## src/rtl/full_subtracter.sv

```systemverilog
`timescale 1ns/1ps
// full_subtracter: registered WIDTH-bit subtracter computing A - B - Bin,
// with borrow-out and zero flag, one cycle of latency.
// Optional feature: define FULL_SUBTRACTER_BORROW_CNT_EN to add a
// saturating 16-bit count of accepted operations that borrowed.
module full_subtracter #(
  parameter int unsigned WIDTH = 1
) (
  input  logic             clk,
  input  logic             rst_n,
  input  logic             in_valid,
  input  logic [WIDTH-1:0] A,
  input  logic [WIDTH-1:0] B,
  input  logic             Bin,
  output logic             out_valid,
  output logic [WIDTH-1:0] Diff,
  output logic             Borrow,
  output logic             Zero
`ifdef FULL_SUBTRACTER_BORROW_CNT_EN
  ,
  output logic [15:0]      borrow_cnt
`endif
);

  logic [WIDTH:0]   sub_w;
  logic [WIDTH-1:0] diff_d, diff_q;
  logic             borrow_d, borrow_q;
  logic             zero_d, zero_q;
  logic             valid_q;

  // Subtract at WIDTH+1 bits; the extra MSB is the unsigned borrow-out.
  always_comb begin
    sub_w    = {1'b0, A} - {1'b0, B} - {{WIDTH{1'b0}}, Bin};
    diff_d   = sub_w[WIDTH-1:0];
    borrow_d = sub_w[WIDTH];
    zero_d   = (sub_w[WIDTH-1:0] == '0);
  end

  // Result registers: load on valid input, otherwise hold the last result.
  always_ff @(posedge clk or negedge rst_n) begin
    if (!rst_n) begin
      valid_q  <= 1'b0;
      diff_q   <= '0;
      borrow_q <= 1'b0;
      zero_q   <= 1'b0;
    end else begin
      valid_q <= in_valid;
      if (in_valid) begin
        diff_q   <= diff_d;
        borrow_q <= borrow_d;
        zero_q   <= zero_d;
      end
    end
  end

  assign out_valid = valid_q;
  assign Diff      = diff_q;
  assign Borrow    = borrow_q;
  assign Zero      = zero_q;

`ifdef FULL_SUBTRACTER_BORROW_CNT_EN
  logic [15:0] cnt_d, cnt_q;

  // Next count: bump on each accepted borrowing operation, stick at all-ones.
  always_comb begin
    cnt_d = cnt_q;
    if (in_valid && borrow_d && (cnt_q != '1)) begin
      cnt_d = cnt_q + 16'd1;
    end
  end

  // Borrow counter register.
  always_ff @(posedge clk or negedge rst_n) begin
    if (!rst_n) begin
      cnt_q <= '0;
    end else begin
      cnt_q <= cnt_d;
    end
  end

  assign borrow_cnt = cnt_q;
`endif

endmodule

```

## config.mk

```make
export PLATFORM = sky130hd
export DESIGN_NAME = full_subtracter
export DESIGN_NICKNAME = d
export VERILOG_FILES = /design/src/rtl/full_subtracter.sv
export SDC_FILE = /design/constraint.sdc
export NUM_CORES = 1
export LEC_CHECK = 0
export CORE_AREA = 2 2 39 41
export DETAILED_ROUTE_END_ITERATION = 16
export DIE_AREA = 0 0 41 43
export GPL_ROUTABILITY_DRIVEN = 0
export PLACE_DENSITY = 0.33
export SYNTH_ARGS = -nofsm -noshare
export SYNTH_HDL_FRONTEND = slang
export SYNTH_SLANG_ARGS = --single-unit
```

## constraint.sdc

```tcl
create_clock -name clk -period 2.1 [get_ports clk]
set_input_delay 0.42 -clock clk [delete_from_list [all_inputs] [get_ports clk]]
set_output_delay 0.42 -clock clk [all_outputs]
set_load 0.01 [all_outputs]
```

======== Word-level counts from Yosys, hierarchy flattened ========
Cells that the tools add are included.
storage, ports and cells
  register bits after elaboration ......... 4
  output and inout bits ................... 4
  word-level logic and storage cells ...... 7
operators by class
  add/subtract/negate cells ............... 2
  bitwise gates (word level) .............. 1
operators by type and width
  operator                   count
  subtractor 1 x 1 -> 2 bit  1
  subtractor 2 x 1 -> 2 bit  1
  inverter 1 bit             1

======== Longest topological paths before layout ========
Gate-level depths: netlist of run 1.
  depth after elaboration ................. 3
  gate-level depth with buffers ........... 3

======== Worst setup path after synthesis of run 1 ========
OpenSTA, ideal clock, no wires.
  kind .................................... input-to-reg
  from .................................... input A
  to ...................................... register zero_q (netlist: Zero)
  library setup time ...................... 125 ps
  arrival time ............................ 1188 ps
  data required time ...................... 1975 ps
  setup slack ............................. 787 ps
  stages on the path ...................... 3
  cells stage by stage .................... inv_1 -> fa_1 -> mux2_2
between the ends
  word-level cells in the longest chain between the ends .. 3
RTL lines
  element                    RTL line  text
  from (decl)                12        input logic [WIDTH-1:0] A,
  subtractor 1 x 1 -> 2 bit  33        sub_w = {1'b0, A} - {1'b0, B} - {{WIDTH{1'b0}}, Bin};
  subtractor 2 x 1 -> 2 bit  33
  inverter 1 bit             36        zero_d = (sub_w[WIDTH-1:0] == '0);
  named net zero_d           28        logic zero_d, zero_q;
  to (signal assigned)       51        zero_q <= zero_d;
  to (decl)                  28
The timed path passes the listed nets, and every way through them passes these cells.
A chain may end at the register's enable or synchronous reset.

======== Worst setup path after layout of run 1 ========
Ends and elaborated chain as after synthesis.

==> results of run 1 <==
==> registers in the layout, summed over array words and instances, names as in the netlist <==
signal,flops
Zero,1
out_valid,1
Diff,1
Borrow,1
==> area by class of cell <==
type	instances	area (um^2)	share of cell area [%]
Sequential cell	4	100	34.8
Timing Repair Buffer	9	90.1	31.3
Multi-Input combinational cell	5	51.3	17.8
Clock buffer	3	22.5	7.83
Tap cell	16	20.0	6.96
Inverter	1	3.75	1.30
==> cells in the mapped netlist <==
cell	count
dfrtp_1	4
mux2_2	2
a21oi_1	1
fa_1	1
inv_1	1
nor2_1	1
==> worst max-delay path: stages <==
cell and delay [ns]:
clkdlybuf4s50_1 0.45, inv_1 0.05, fa_1 0.49, mux2_2 0.27
==> routing by layer <==
layer / GRT usage, % / share of wire, % / up-vias
met5: 0 / 0 / -
met4: 2.00 / 0 / 0
met3: 7.85 / 12 / 0
met2: 6.56 / 46 / 5
met1: 3.56 / 41 / 51
li1: - / - / 56
==> worst paths after layout <==
check / end / slack, ns / cells after the start
max in group asynchronous: Borrow / 1.55 / 1
setup / recovery: Zero / 0.54 / 4
hold reg to reg: Borrow / 0.51 / 1
setup reg to reg: Zero / 1.36 / 1
min in group clk: Borrow / 0.51 / 1
hold / removal: Diff / 0.38 / 1
==> logic make-up after synthesis <==
family / count (synthesis) / synth area share (%)
flops: 4 / 64.5
simple gates: 1 / 2.42
fa+ha+maj: 1 / 12.9
buf+inv: 1 / 2.42
mux: 2 / 14.5
compound gates: 1 / 3.22
==> power by group through the flow <==
| stage | sequential [mW] | combinational, mW | clock, mW |
|---|---|---|---|
| after floorplan | 0.0985 | 0.0116 | 0 |
| after global placement | 0.0938 | 0.0522 | 0 |
| after detailed placement | 0.0941 | 0.0516 | 0 |
| after CTS | 0.0931 | 0.0518 | 0.101 |
| after global routing | 0.0940 | 0.0555 | 0.108 |
| final | 0.0927 | 0.0505 | 0.0954 |
==> impl_metrics.py, run 1 <==
metrics = {
    "timing": {
        "fin_setup_tns_ns": 0,
        "hold_viol_final": 0,
        "period_share_pct": 74.3,
        "clock.fmax_ghz": 0.640,
        "worst_pin_slew_ns": 0.182,
        "min_period_ns": 1.56,
        "whs_ns": 0.382,
        "setup_viol": 0,
        "fin_ws_ns": 0.539,
        "rsz0062_at_grt": "no",
        "maxSlewHeadroom_pct": 87.8,
        "finClkSkew_ns": 0,
        "maxSlewViolCount": 0,
    },
    "floorplan": {
        "rows": 14,
        "coreArea_um2": 1380,
        "start_util_pct": 11.2,
        "pin_count": 10,
        "die_width_um": 41,
        "die_area_um2": 1760,
        "die_y_um": 43,
    },
    "clock_network": {
        "worst_skew_pair.late_latency_ns": 0.23,
        "cts_resized": 0,
        "cts-hold-fix-buffers": 0,
        "postCtsSetupRepairBufs": 0,
        "cts_root_buffer": "clkbuf_4",
        "clk_path_buf_depth": 2,
        "tritoncts": "done",
        "clk_pin_slew_ns": 0.04,
        "htreeDepth": 1,
        "clock_sinks": 4,
        "cts_made_buffers": 3,
    },
    "global_routing": {
        "grt_pass1_wl_um": 503,
        "antenna_found_initial": 0,
        "grt_overflow": 0,
        "grt_max_degree": 6,
        "grt_usage_pct": 5.03,
        "grt_pass1_vias": 134,
    },
    "drt": {
        "first_iter_violations": 0,
        "wl_um": 302,
        "drtAntennaViolNets": 0,
        "wl_per_cell_um": 7.95,
        "vias": 112,
        "vias_per_cell": 2.95,
        "dr.pass1.iters": 1,
        "route.detailed.drc": 0,
    },
    "setup_path": {
        "start_kind": "input port",
        "worstSetupPathType": "in -> reg",
        "cp.arrival_ns": 1.67,
        "end_kind": "register",
        "reg2reg_from": "Zero",
        "required_ns": 2.21,
        "crit_start": "A",
        "cp_max_fo": 2,
    },
    "yosys": {
        "yosysTopAreaCellShare_pct": 64.5,
        "synth.area.top_cells": "dfrtp_1 (65%), mux2_2 (15%), fa_1 (13%), a21oi_1 (3.2%), inv_1 (2.4%)",
        "avgSynthCellArea_um2": 15.5,
        "netlist_instances": 10,
        "synth_seq_cells": 4,
        "synth_cell_types": 6,
        "syn_area_um2": 155,
        "synth.largest_area_cell": "dfrtp_1",
        "synth_fp_nets": 17,
        "yosysWarnings": 0,
        "synth_seq_area_share_pct": 64.5,
    },
    "final_layout": {
        "stdcell_area_um2": 288,
        "final_common_cell": "clkdlybuf4s50_1",
        "drive_gt1_share_pct": 22.7,
        "instances_no_fill": 38,
        "post-route-util_pct": 20.8,
        "num-fill-cells": 150,
        "n_antenna_cell": 0,
        "area_growth_pct": 85.5,
        "fin_nets": 31,
        "final_cell_mix": "clkdlybuf4s50_1 (9), dfrtp_1 (4), clkbuf_4 (3), mux2_2 (2)",
    },
    "pwr": {
        "seqPwrFrac_pct": 38.8,
        "max-vdd-ir-drop_mv": 0.290,
        "p_int_uw": 185,
        "p_comb_share_pct": 21.2,
        "p_sw_uw": 53.5,
        "total_power_uw": 239,
        "clkPwrFrac_pct": 40.0,
        "switching_share_pct": 22.4,
        "p_leak_nw": 0.119,
        "cellPowerDensity_nw_per_um2": 829,
    },
    "place": {
        "portBuffers": 9,
        "placed_area_um2": 265,
        "dp_cells": 35,
        "place_ws_ns": 0.298,
    },
    "flow_run": {
        "maxCapViolCount": 0,
    },
    "hold_path": {
        "hp-class": "in -> async",
    },
    "outcome": {
        "outcome": "completed",
    },
}
(Power assumes the default switching activity.)
==> run 2, diff against run 1 <==
==> constraint.sdc (replaced) <==
create_clock -name clk -period 1.57 [get_ports clk]
set_input_delay 0.314 -clock clk [delete_from_list [all_inputs] [get_ports clk]]
set_output_delay 0.314 -clock clk [all_outputs]
set_load 0.01 [all_outputs]
==> impl_metrics.py, run 2 (same netlist as run 1, synthesis figures left out) <==
metrics = {
    "clock_network": {
        "worst_skew_pair.late_latency_ns": 0.23,
        "htreeDepth": 1,
        "postCtsSetupRepairBufs": 0,
        "clk_pin_slew_ns": 0.04,
        "clock_sinks": 4,
        "cts-hold-fix-buffers": 0,
        "cts_made_buffers": 3,
        "tritoncts": "done",
        "cts_root_buffer": "clkbuf_4",
        "clk_path_buf_depth": 2,
        "cts_resized": 0,
    },
    "floorplan": {
        "rows": 14,
        "die_width_um": 41,
        "die_area_um2": 1760,
        "die_y_um": 43,
        "coreArea_um2": 1380,
        "pin_count": 10,
        "start_util_pct": 11.2,
    },
    "global_routing": {
        "antenna_found_initial": 0,
        "gr-usage-met2_pct": 6.56,
        "grt_overflow": 0,
        "grt_max_degree": 6,
        "grtUsageMet1_pct": 4.26,
        "grt_most_used_layer": "met3",
        "grt_pass1_vias": 137,
        "grt_pass1_wl_um": 572,
        "grt_usage_pct": 5.96,
        "grt_use_met3_pct": 8.38,
    },
    "drt": {
        "dr.pass1.iters": 2,
        "vias": 123,
        "first_iter_violations": 3,
        "wl_um": 334,
        "drtAntennaViolNets": 0,
        "wl_per_cell_um": 8.79,
        "route.detailed.drc": 0,
        "vias_per_cell": 3.24,
    },
    "setup_path": {
        "worstSetupPathType": "in -> reg",
        "reg2reg_depth": 1,
        "required_ns": 1.69,
        "cp_max_fo": 2,
        "rr_endpoint": "Borrow",
        "cpMaxStageDelayCell": "fa_1",
        "crit_chain": "clkdlybuf4s50_1, inv_1, fa_1, mux2_2",
        "cpPeakStageDelay_ns": 0.49,
        "reg2reg_from": "Borrow",
        "cp.arrival_ns": 1.58,
        "end_kind": "register",
        "r2r_slack_ns": 0.83,
        "start_kind": "input port",
    },
    "final_layout": {
        "num-fill-cells": 157,
        "n_antenna_cell": 0,
        "fin_nets": 31,
        "drive_gt1_share_pct": 22.7,
        "area_growth_pct": 85.5,
        "final_common_cell": "clkdlybuf4s50_1",
        "final_cell_mix": "clkdlybuf4s50_1 (9), dfrtp_1 (4), clkbuf_4 (3), mux2_2 (2)",
    },
    "pwr": {
        "p_leak_nw": 0.119,
        "max-vdd-ir-drop_mv": 0.310,
        "clkPwrFrac_pct": 40.0,
        "p_comb_share_pct": 21.3,
        "switching_share_pct": 22.6,
        "cellPowerDensity_nw_per_um2": 1110,
        "p_sw_uw": 72.3,
        "seqPwrFrac_pct": 38.7,
        "p_int_uw": 248,
    },
    "timing": {
        "fin_setup_tns_ns": 0,
        "rsz0062_at_grt": "no",
        "setup_viol": 0,
        "worst_pin_slew_ns": 0.190,
        "fin_ws_ns": 0.111,
        "finClkSkew_ns": 0,
        "maxSlewHeadroom_pct": 87.3,
        "hold_viol_final": 0,
        "period_share_pct": 92.9,
        "min_period_ns": 1.46,
        "maxSlewViolCount": 0,
        "clock.fmax_ghz": 0.685,
    },
    "place": {
        "place_ws_ns": -0.140,
        "portBuffers": 9,
        "place_hpwl_um": 258,
    },
    "hold_path": {
        "hp-class": "in -> async",
    },
    "flow_run": {
        "maxCapViolCount": 0,
    },
    "outcome": {
        "outcome": "completed",
    },
}
[run 2: cell counts in the layout (fill, tap and decap cells not counted)]
Identical to the previous run, type by type.
[run 2: power by group through the flow]
stage                     Combinational [mW]  Clock (mW)  Sequential (mW)
after floorplan                       0.0155           0            0.132
after global placement                0.0698           0            0.125
after detailed placement              0.0697           0            0.126
after CTS                             0.0697       0.135            0.124
after global routing                  0.0734       0.146            0.126
final                                 0.0681       0.128            0.124
[run 2: how the worst max path moves through the flow]
stage               startpoint   end  slack [ns]  cells after the start
finish                       A  Zero        0.11                      4
global route                 A  Zero        0.08                      4
CTS                          A  Zero        0.11                      4
detailed placement           A  Zero       -0.14                      4
global placement             A  Zero       -0.14                      4
floorplan                    A  Zero        0.36                      3
[run 2: layer usage]
metal / wire, um / share of wire, % / vias to the layer above
li1: - / - / 56
met1: 118 / 35 / 60
met2: 162 / 49 / 7
met3: 53 / 16 / 0
met4: 0 / 0 / 0
met5: 0 / 0 / -
[run 2: stage by stage]
stage | util, % | hold slack, ns | area [um^2] | std cells | power, mW
after floorplan | - | 0.0184 | 155 | 10 | 0.147
after global placement | 19.2 | 0.499 | 265 | 35 | 0.194
after detailed placement | 19.2 | 0.507 | 265 | 35 | 0.195
after CTS | 20.8 | 0.275 | 288 | 38 | 0.329
after global routing | 20.8 | 0.285 | 288 | 38 | 0.346
final | 20.8 | 0.285 | 288 | 38 | 0.320
[run 2: area by class of cell]
class	instances	area [um^2]	area share, %
repair buffers	9	90.1	31.3
multi-input cells	5	51.3	17.8
inverters	1	3.75	1.30
clock buffers	3	22.5	7.83
well taps	16	20.0	6.96
flip-flops and latches	4	100	34.8
[run 2: worst max-delay path, delay by kind of cell]
family / cells / cell delay (ns)
buffers and inverters: 2 / 0.50
multiplexers: 1 / 0.27
adder cells (fa/ha/maj): 1 / 0.49
==> run 3, diff against run 2 <==
--- a/config.mk
+++ b/config.mk
@@ -6,6 +6,7 @@
 export NUM_CORES = 1
 export LEC_CHECK = 0
 export CORE_AREA = 2 2 39 41
+export CTS_CLUSTER_SIZE = 10
 export DETAILED_ROUTE_END_ITERATION = 16
 export DIE_AREA = 0 0 41 43
 export GPL_ROUTABILITY_DRIVEN = 0
==> results of run 3 <==
Same layout as run 2: the final DEF is identical, and so are final timing and power.
